===== config.mk =====
export PLATFORM = sky130hd
export DESIGN_NAME = cache_line_fill
export DESIGN_NICKNAME = d
export VERILOG_FILES = /design/src/rtl/cache_line_fill.sv
export SDC_FILE = /design/constraint.sdc
export NUM_CORES = 1
export LEC_CHECK = 0
export ABC_AREA = 1
export CORE_MARGIN = 5
export CORE_UTILIZATION = 45
export CTS_BUF_LIST = sky130_fd_sc_hd__clkbuf_8
export DETAILED_ROUTE_END_ITERATION = 8
export GPL_ROUTABILITY_DRIVEN = 0
export HOLD_SLACK_MARGIN = 0.1
export PLACE_DENSITY = 0.71
export SETUP_SLACK_MARGIN = 0.4
export SYNTH_ARGS = -nofsm -noshare
export SYNTH_HDL_FRONTEND = slang
export SYNTH_SLANG_ARGS = --single-unit

===== constraint.sdc =====
create_clock -name clk -period 2.05 [get_ports clk]
set_input_delay 0.615 -clock clk [delete_from_list [all_inputs] [get_ports clk]]
set_output_delay 0.615 -clock clk [all_outputs]
set_load 0.03 [all_outputs]

===== src/rtl/cache_line_fill.sv =====
// cache_line_fill: refill engine for the 8-way, 8-set, 256-bit-block data cache.
// Requests one block from memory and collects BEATS narrow beats into a buffer.
// Then issues a single full-block write at the latched way and index, or a
// one-cycle error pulse if any beat carried a bus error or a beat timed out.
module cache_line_fill #(
    parameter int unsigned ADDR_W  = 32,
    parameter int unsigned BEAT_W  = 32,
    parameter int unsigned BEATS   = 8,
    parameter int unsigned TIMEOUT = 255
) (
    input  logic                      clk,
    input  logic                      reset,
    input  logic                      fill_req,
    input  logic [ADDR_W-1:0]         fill_addr,
    input  logic [2:0]                fill_way,
    input  logic [2:0]                fill_index,
    output logic                      fill_busy,
    output logic                      fill_done,
    output logic                      fill_err,
    output logic                      mem_req_valid,
    input  logic                      mem_req_ready,
    output logic [ADDR_W-1:0]         mem_req_addr,
    input  logic                      mem_rdata_valid,
    input  logic [BEAT_W-1:0]         mem_rdata,
    input  logic                      mem_rdata_err,
    output logic [2:0]                cache_way,
    output logic [2:0]                cache_index,
    output logic                      cache_write,
    output logic                      cache_data_sel,
    output logic [BEAT_W*BEATS-1:0]   cache_block
);

    localparam int unsigned BLK_W = BEAT_W * BEATS;
    localparam int unsigned CNT_W = (BEATS > 1) ? $clog2(BEATS) : 1;
    localparam int unsigned TO_W  = $clog2(TIMEOUT + 1);

    localparam logic [CNT_W-1:0]  LAST_BEAT  = CNT_W'(BEATS - 1);
    localparam logic [TO_W-1:0]   TO_LIMIT   = TO_W'(TIMEOUT);
    localparam logic [TO_W-1:0]   TO_PRELIM  = TO_W'(TIMEOUT - 1);
    localparam logic [ADDR_W-1:0] ALIGN_MASK = ~ADDR_W'(5'h1f);

    typedef enum logic [2:0] {
        IDLE,
        REQ,
        RECV,
        WRITE,
        ERR
    } state_t;

    state_t state;
    state_t state_next;

    logic [CNT_W-1:0]  beat_cnt;
    logic [TO_W-1:0]   to_cnt;
    logic              err_flag;
    logic [BLK_W-1:0]  blk_buf;
    logic [BLK_W-1:0]  blk_next;
    logic [2:0]        way_q;
    logic [2:0]        index_q;
    logic [ADDR_W-1:0] addr_q;

    logic beat_in;
    logic last_beat;
    logic timed_out;

    // Beat acceptance qualifiers and the buffer image with the current beat merged in
    always_comb begin
        beat_in   = (state == RECV) && mem_rdata_valid;
        last_beat = beat_in && (beat_cnt == LAST_BEAT);
        timed_out = (state == RECV) && !mem_rdata_valid && (to_cnt == TO_PRELIM);
        blk_next  = blk_buf;
        if (beat_in) begin
            blk_next[beat_cnt*BEAT_W +: BEAT_W] = mem_rdata;
        end
    end

    // Next-state selection
    always_comb begin
        state_next = state;
        case (state)
            IDLE:  if (fill_req) state_next = REQ;
            REQ:   if (mem_req_ready) state_next = RECV;
            RECV: begin
                // the final beat's own error bit counts alongside earlier ones
                if (last_beat) begin
                    state_next = (err_flag || mem_rdata_err) ? ERR : WRITE;
                end else if (timed_out) begin
                    state_next = ERR;
                end
            end
            WRITE: state_next = IDLE;
            ERR:   state_next = IDLE;
            default: state_next = IDLE;
        endcase
    end

    // State register
    always_ff @(posedge clk or negedge reset) begin
        if (!reset) begin
            state <= IDLE;
        end else begin
            state <= state_next;
        end
    end

    // Request latch, beat/timeout counters, error flag and block buffer
    always_ff @(posedge clk or negedge reset) begin
        if (!reset) begin
            beat_cnt <= '0;
            to_cnt   <= '0;
            err_flag <= 1'b0;
            blk_buf  <= '0;
            way_q    <= '0;
            index_q  <= '0;
            addr_q   <= '0;
        end else begin
            case (state)
                IDLE: begin
                    if (fill_req) begin
                        way_q    <= fill_way;
                        index_q  <= fill_index;
                        addr_q   <= fill_addr & ALIGN_MASK;
                        beat_cnt <= '0;
                        to_cnt   <= '0;
                        err_flag <= 1'b0;
                    end
                end
                RECV: begin
                    if (beat_in) begin
                        blk_buf <= blk_next;
                        to_cnt  <= '0;
                        if (!last_beat) begin
                            beat_cnt <= beat_cnt + 1'b1;
                        end
                        if (mem_rdata_err) begin
                            err_flag <= 1'b1;
                        end
                    end else if (to_cnt != TO_LIMIT) begin
                        to_cnt <= to_cnt + 1'b1;
                    end
                end
                default: ;
            endcase
        end
    end

    // Cache-side outputs load only on entry to WRITE and hold between writes
    always_ff @(posedge clk or negedge reset) begin
        if (!reset) begin
            cache_way   <= '0;
            cache_index <= '0;
            cache_block <= '0;
        end else if (state == RECV && state_next == WRITE) begin
            cache_way   <= way_q;
            cache_index <= index_q;
            cache_block <= blk_next;
        end
    end

    assign fill_busy      = (state != IDLE);
    assign fill_done      = (state == WRITE);
    assign fill_err       = (state == ERR);
    assign cache_write    = (state == WRITE);
    assign mem_req_valid  = (state == REQ);
    assign mem_req_addr   = addr_q;
    assign cache_data_sel = 1'b0;

endmodule


==> results.sh, run 1 <==
export IMPL_status="finished, violations left"
export IMPL_violations="negative setup slack"
export IMPL_cts_sinks=566
export IMPL_cp_common_cell="buf_6"
export IMPL_cap_violations=0
export IMPL_place_port_buffers=364
export IMPL_rsz0062_at_grt="yes"
export IMPL_fp_row_count=84
export IMPL_design_area_mm2=0.0389
export IMPL_final_common_cell="nand2_1"
export IMPL_ys_warn_count=0
export IMPL_min_path_type="input pin to async pin"
export IMPL_clock_latency_ns=0.69
export IMPL_grt_usage=0.267
export IMPL_instances_no_fill=4272
export IMPL_crit_chain="buf_6 > nor3_4 > buf_6"
export IMPL_grt_antenna_before_repair=2
export IMPL_synth_cells=2789
export IMPL_initial_utilization=0.456
export IMPL_ys_ff_latch=566
export IMPL_htreeDepth=3
export IMPL_crit_fanout=4
export IMPL_nFillCells=3321
export IMPL_netlist_area_mm2=0.0241
export IMPL_p_per_area_mw_per_mm2=780
export IMPL_setup_ws_ns=-0.255
export IMPL_clk_pin_slew_ns=0.06
export IMPL_syn_avg_cell_area_um2=8.63
export IMPL_leakage_uw=0.0197
export IMPL_critPathMaxStageDelay_ns=0.41
export IMPL_post_place_cells=3871
export IMPL_grt_pass1_vias=22019
export IMPL_dp_slack_ns=-0.364
export IMPL_dieWidth_um=241
export IMPL_clock_skew_ns=0.0288
export IMPL_cts_root_buf="clkbuf_8"
export IMPL_finalCriticalPeriod_ns=2.30
export IMPL_tritoncts="yes"
export IMPL_vias=23306
export IMPL_seq_area_frac_synth=0.588
export IMPL_synthDistinctLibCells=30
export IMPL_cp_start_kind="flop"
export IMPL_drt_initial_drc_count=2092
export IMPL_fin_crit_sh=1.12
export IMPL_ioPinCount=376
export IMPL_cp_required_ns=1.43
export IMPL_drive_gt1_frac=0.391
export IMPL_worst_pin_slew_ns=0.517
export IMPL_place_hpwl_mm=53.7
export IMPL_worstPathArrival_ns=1.69
export IMPL_place_area_mm2=0.0314
export IMPL_dieArea_mm2=0.0582
export IMPL_crit_type="flop to output pin"
export IMPL_clock_fmax_ghz=0.434
export IMPL_fin_nets=3596
export IMPL_viasPerCell=5.46
export IMPL_maxSlewViolCount=0
export IMPL_grt_overflow=0
export IMPL_endpoint_kind="output pin"
export IMPL_grt_pass1_wl_mm=121
export IMPL_finalSetupViolCount=123
export IMPL_cts_inserted_buffers=93
export IMPL_grt_max_degree=73
export IMPL_ir_drop_mv=0.888
export IMPL_drt_first_pass_iters=7
export IMPL_core_area_mm2=0.0528
export IMPL_slowest_stage="dfrtp_1"
export IMPL_drc=0
export IMPL_power_uw=30300
export IMPL_die_h_um=241
export IMPL_hold_violations=0
export IMPL_utilization=0.737
export IMPL_area_growth_pct=61.5
export IMPL_mostFrequentLayoutCells="nand2_1, dfrtp_1, buf_6"
export IMPL_detail_route_antenna_nets=0
export IMPL_clk_path_buf_depth=3
export IMPL_relSlewSlack=0.654
export IMPL_routedWlPerCell_um=22.3
export IMPL_wirelength_mm=95.5
[cells by family after synthesis]
family | Yosys count | share of synthesized area
AND/OR/NAND/NOR | 1698 | 0.297
flip-flops | 566 | 0.588
buffers and inverters | 361 | 0.0646
AO/OA/AOI/OAI | 152 | 0.0450
adder cells (fa/ha/maj) | 8 | 0.00416
XOR/XNOR | 3 | 0.00109
other | 1 | 0.000156
[what timing repair did]
item,4_1_cts,5_1_grt
buffers inserted,95,40
cloned,5,93
pin swaps,17,145
setup endpoints to repair,814,825
hold buffers,1,0
hold endpoints to repair,47,0
gates resized for setup,2078,457
[per-stage QoR]
step	setup TNS, ns	hold slack [ns]
final	-5.16	0.431
after detailed placement	-130.55	0.456
after global placement	-119.71	0.449
after global routing	-21.29	0.426
after floorplan	0	0.319
after CTS	-1.46	0.386
[worst paths after layout]
check	to	from	slack, ns	cells after the start
setup / recovery	cache_write	state[2]	-0.25	3
setup reg to reg	cache_block[174]	state[1]	-0.12	12
hold reg to reg	blk_buf[5]	blk_buf[5]	0.47	2
max in group asynchronous	cache_block[201]	reset	0.84	4
hold / removal	blk_buf[239]	reset	0.43	2
min in group clk	mem_req_addr[29]	fill_addr[29]	0.46	3
[critical path, delay by kind of cell (launching register included)]
| kind | cells | cell delay, ns |
|---|---|---|
| buffers and inverters | 2 | 0.32 |
| DFF | 1 | 0.41 |
| and+or+nand+nor | 1 | 0.27 |
[cells in the mapped netlist]
master	number	area (um^2)
buf_4	31	233
clkinv_1	1	3.75
nand3_4	1	17.5
clkbuf_1	67	251
inv_2	2	7.51
nand2_2	1	6.26
a21oi_1	1	5.00
nor2_1	23	86.3
nand2_1	1189	4460
nand3_1	370	1850
inv_1	197	739
o21ai_0	21	105
nor2_4	1	11.3
nor3_1	5	25.0
o21a_1	128	961
buf_1	1	3.75
or2_2	33	206
and2_1	65	407
buf_6	1	11.3
nand3b_1	1	7.51
ha_1	8	100
buf_2	61	305
nand3_2	1	10.0
nor2_2	3	18.8
nand4_1	5	31.3
conb_1	1	3.75
xor2_1	3	26.3
o21ai_1	1	5.00
dfrtp_1	566	14200
o21bai_1	1	7.51
[flip-flops by register name (all words and copies together), names as in the netlist]
| register | count |
|---|---|
| way_q | 3 |
| blk_buf | 256 |
| state | 3 |
| cache_way | 3 |
| cache_block | 256 |
| index_q | 3 |
| to_cnt | 8 |
| cache_index | 3 |
| mem_req_addr | 27 |
| err_flag | 1 |
| beat_cnt | 3 |
[routing by layer]
layer,part of all wire,vias to the layer above,track usage
met2,0.48,1236,0.437
met1,0.37,11538,0.338
li1,-,10190,-
met3,0.094,342,0.0701
met4,0.054,0,0.112
met5,0,-,0
[power breakdown]
| part | switching (uW) | internal, uW | leakage [uW] |
|---|---|---|---|
| clock | 4690 | 5550 | 0.00111 |
| sequential | 603 | 12200 | 0.00746 |
| combinational | 4320 | 2900 | 0.0112 |
| total | 9610 | 20700 | 0.0197 |
[layout make-up]
type                       count  area, um^2  area share
antenna                        3        7.51    0.000193
clock buffer                 119        1640      0.0421
clock inverter                45         262     0.00673
inverter                     200         797      0.0205
multi-input combinational   1868       11100       0.286
sequential                   566       14200       0.364
tap                          688         861      0.0221
timing repair buffer         778        9910       0.255
timing repair inverter         5         113     0.00290
(Power assumes the default switching activity.)
==> inputs of run 2 (changes only) <==
--- a/config.mk
+++ b/config.mk
@@ -13,6 +13,7 @@
 export GPL_ROUTABILITY_DRIVEN = 0
 export HOLD_SLACK_MARGIN = 0.1
 export PLACE_DENSITY = 0.71
+export RECOVER_POWER = 25
 export SETUP_SLACK_MARGIN = 0.4
 export SYNTH_ARGS = -nofsm -noshare
 export SYNTH_HDL_FRONTEND = slang
==> constraint.sdc (replaced) <==
create_clock -name clk -period 2 [get_ports clk]
set_input_delay 0.6 -clock clk [delete_from_list [all_inputs] [get_ports clk]]
set_output_delay 0.6 -clock clk [all_outputs]
set_load 0.03 [all_outputs]
==> run 2 against run 1 <==
The run still ends with negative setup slack left. Clock power is essentially flat. Non-clock buffer count shrank 94. Total power shrank 0.55%. Hold slack lost 0.0084 ns. Count of clock-buffer cells in the layout shrank 3. Final area shrank 5.5%. Via count shrank 5.1%. Critical endpoint is now fill_err. Largest cell class unchanged.
==> results.sh, run 2 (synthesis gave the netlist of run 1 again) <==
export IMPL_status="finished, violations left"
export IMPL_violations="negative setup slack"
export IMPL_regArea_mm2=0.0142
export IMPL_die_h_um=241
export IMPL_worst_pin_slew_ns=0.859
export IMPL_nFillCells=3794
export IMPL_grt_usage=0.268
export IMPL_fp_row_count=84
export IMPL_slowest_stage="dfrtp_2"
export IMPL_grt_max_degree=135
export IMPL_crit_type="flop to output pin"
export IMPL_leakage_uw=0.0188
export IMPL_drt_initial_drc_count=2145
export IMPL_area_growth_pct=52.7
export IMPL_critPathMaxStageDelay_ns=0.46
export IMPL_relSlewSlack=0.427
export IMPL_fin_nets=3497
export IMPL_endpoint_kind="output pin"
export IMPL_cp_required_ns=1.40
export IMPL_ir_drop_mv=0.908
export IMPL_ioPinCount=376
export IMPL_cap_violations=0
export IMPL_clock_latency_ns=0.70
export IMPL_htreeDepth=3
export IMPL_fin_crit_sh=1.12
export IMPL_multi_input_area_mm2=0.0105
export IMPL_hold_ws_ns=0.422
export IMPL_hold_violations=0
export IMPL_dieArea_mm2=0.0582
export IMPL_mostFrequentLayoutCells="nand2_1, dfrtp_1, buf_6"
export IMPL_finalCriticalPeriod_ns=2.24
export IMPL_worstReg2RegStart="beat_cnt[1]"
export IMPL_grt_antenna_before_repair=2
export IMPL_final_common_cell="nand2_1"
export IMPL_clock_fmax_ghz=0.446
export IMPL_vias=22116
export IMPL_clk_pin_slew_ns=0.07
export IMPL_dieWidth_um=241
export IMPL_clk_path_buf_depth=3
export IMPL_worstPathArrival_ns=1.64
export IMPL_min_path_type="input pin to async pin"
export IMPL_grt_pass1_wl_mm=121
export IMPL_place_port_buffers=364
export IMPL_r2r_setup_slack_ns=-0.09
export IMPL_cts_root_buf="clkbuf_8"
export IMPL_drive_gt1_frac=0.339
export IMPL_grt_pass1_vias=21535
export IMPL_reg2regPathDepth=12
export IMPL_viasPerCell=5.31
export IMPL_crit_chain="inv_1 > nor3_2 > buf_12"
export IMPL_clock_skew_ns=0.0380
export IMPL_maxSlewViolCount=0
export IMPL_detail_route_antenna_nets=0
export IMPL_cts_sinks=566
export IMPL_timing_rr_end="blk_buf[47]"
export IMPL_initial_utilization=0.456
export IMPL_drc=0
export IMPL_setup_ws_ns=-0.244
export IMPL_finalSetupViolCount=179
export IMPL_p_per_area_mw_per_mm2=820
export IMPL_cts_inserted_buffers=93
export IMPL_wirelength_mm=88.2
export IMPL_drt_first_pass_iters=5
export IMPL_core_area_mm2=0.0528
export IMPL_routedWlPerCell_um=21.2
export IMPL_tritoncts="yes"
export IMPL_cp_start_kind="flop"
export IMPL_grt_overflow=0
export IMPL_place_hpwl_mm=50.7
export IMPL_rsz0062_at_grt="yes"
export IMPL_crit_fanout=5
export IMPL_power_uw=30100
## run 2: changes by cell type in the layout (fill, tap and decap cells not counted), moves of 13 or more
cell,before,now
nand2_1,861,1002
nand2_2,172,97
nand2_4,154,87
buf_4,202,143
clkbuf_16,65,35
and2_1,64,40
and2_4,1,25
buf_8,18,5
## run 2: how the worst max path moves through the flow
stage	from	endpoint	slack [ns]	cells after the start
finish	state[2]	fill_err	-0.24	3
global route	state[2]	fill_err	-0.32	3
CTS	state[0]	mem_req_valid	-0.32	3
detailed placement	mem_rdata_valid	cache_block[121]	-0.35	8
global placement	mem_rdata_valid	cache_block[249]	-0.34	8
floorplan	state[1]	fill_done	0.18	3
## run 2: cell type report
cell class,count,area share
sequential,566,0.385
multi-input combinational,1867,0.287
timing repair buffer,684,0.232
clock buffer,116,0.0434
tap,688,0.0234
inverter,200,0.0220
clock inverter,45,0.00654
timing repair inverter,1,0.000306
antenna,1,0.0000681
## run 2: worst max-delay path: cells and delay by family, from the launching register on
kind                   cells  cell delay, ns
and+or+nand+nor            1            0.23
DFF                        1            0.46
buffers and inverters      2            0.27
## run 2: report_power, final
| part | total, uW | internal (uW) | switching (uW) |
|---|---|---|---|
| registers | 13100 | 12500 | 588 |
| clock network | 10200 | 5440 | 4720 |
| logic | 6840 | 2700 | 4140 |
| total | 30100 | 20700 | 9450 |
## run 2: per-layer routing
metal / share of wire / wire length (um) / track usage / vias to the layer above
met3: 0.099 / 8730 / 0.0715 / 192
met1: 0.39 / 34800 / 0.364 / 10864
met2: 0.47 / 41100 / 0.426 / 1069
met5: 0.00015 / 13 / 0 / -
li1: - / - / - / 9989
met4: 0.041 / 3580 / 0.0887 / 2
## run 2: through the flow
step                cell area [um^2]  std cells  utilization  setup WS, ns  setup TNS [ns]
floorplan                      25000       2794            -         0.184               0
global placement               30600       3830        0.579        -0.336         -103.29
detailed placement             30600       3830        0.579        -0.354         -116.05
CTS                            34100       4094        0.647        -0.322           -2.27
global route                   36800       4167        0.697        -0.323          -26.07
finish                         36800       4168        0.697        -0.244           -5.62
## run 2: timing repair
action,CTS,global route
gates resized for setup,2104,366
hold buffers,1,0
endpoints found under the setup margin,824,826
pin swaps,26,97
cloned,10,46
endpoints found under the hold margin,265,0
setup buffers,92,27
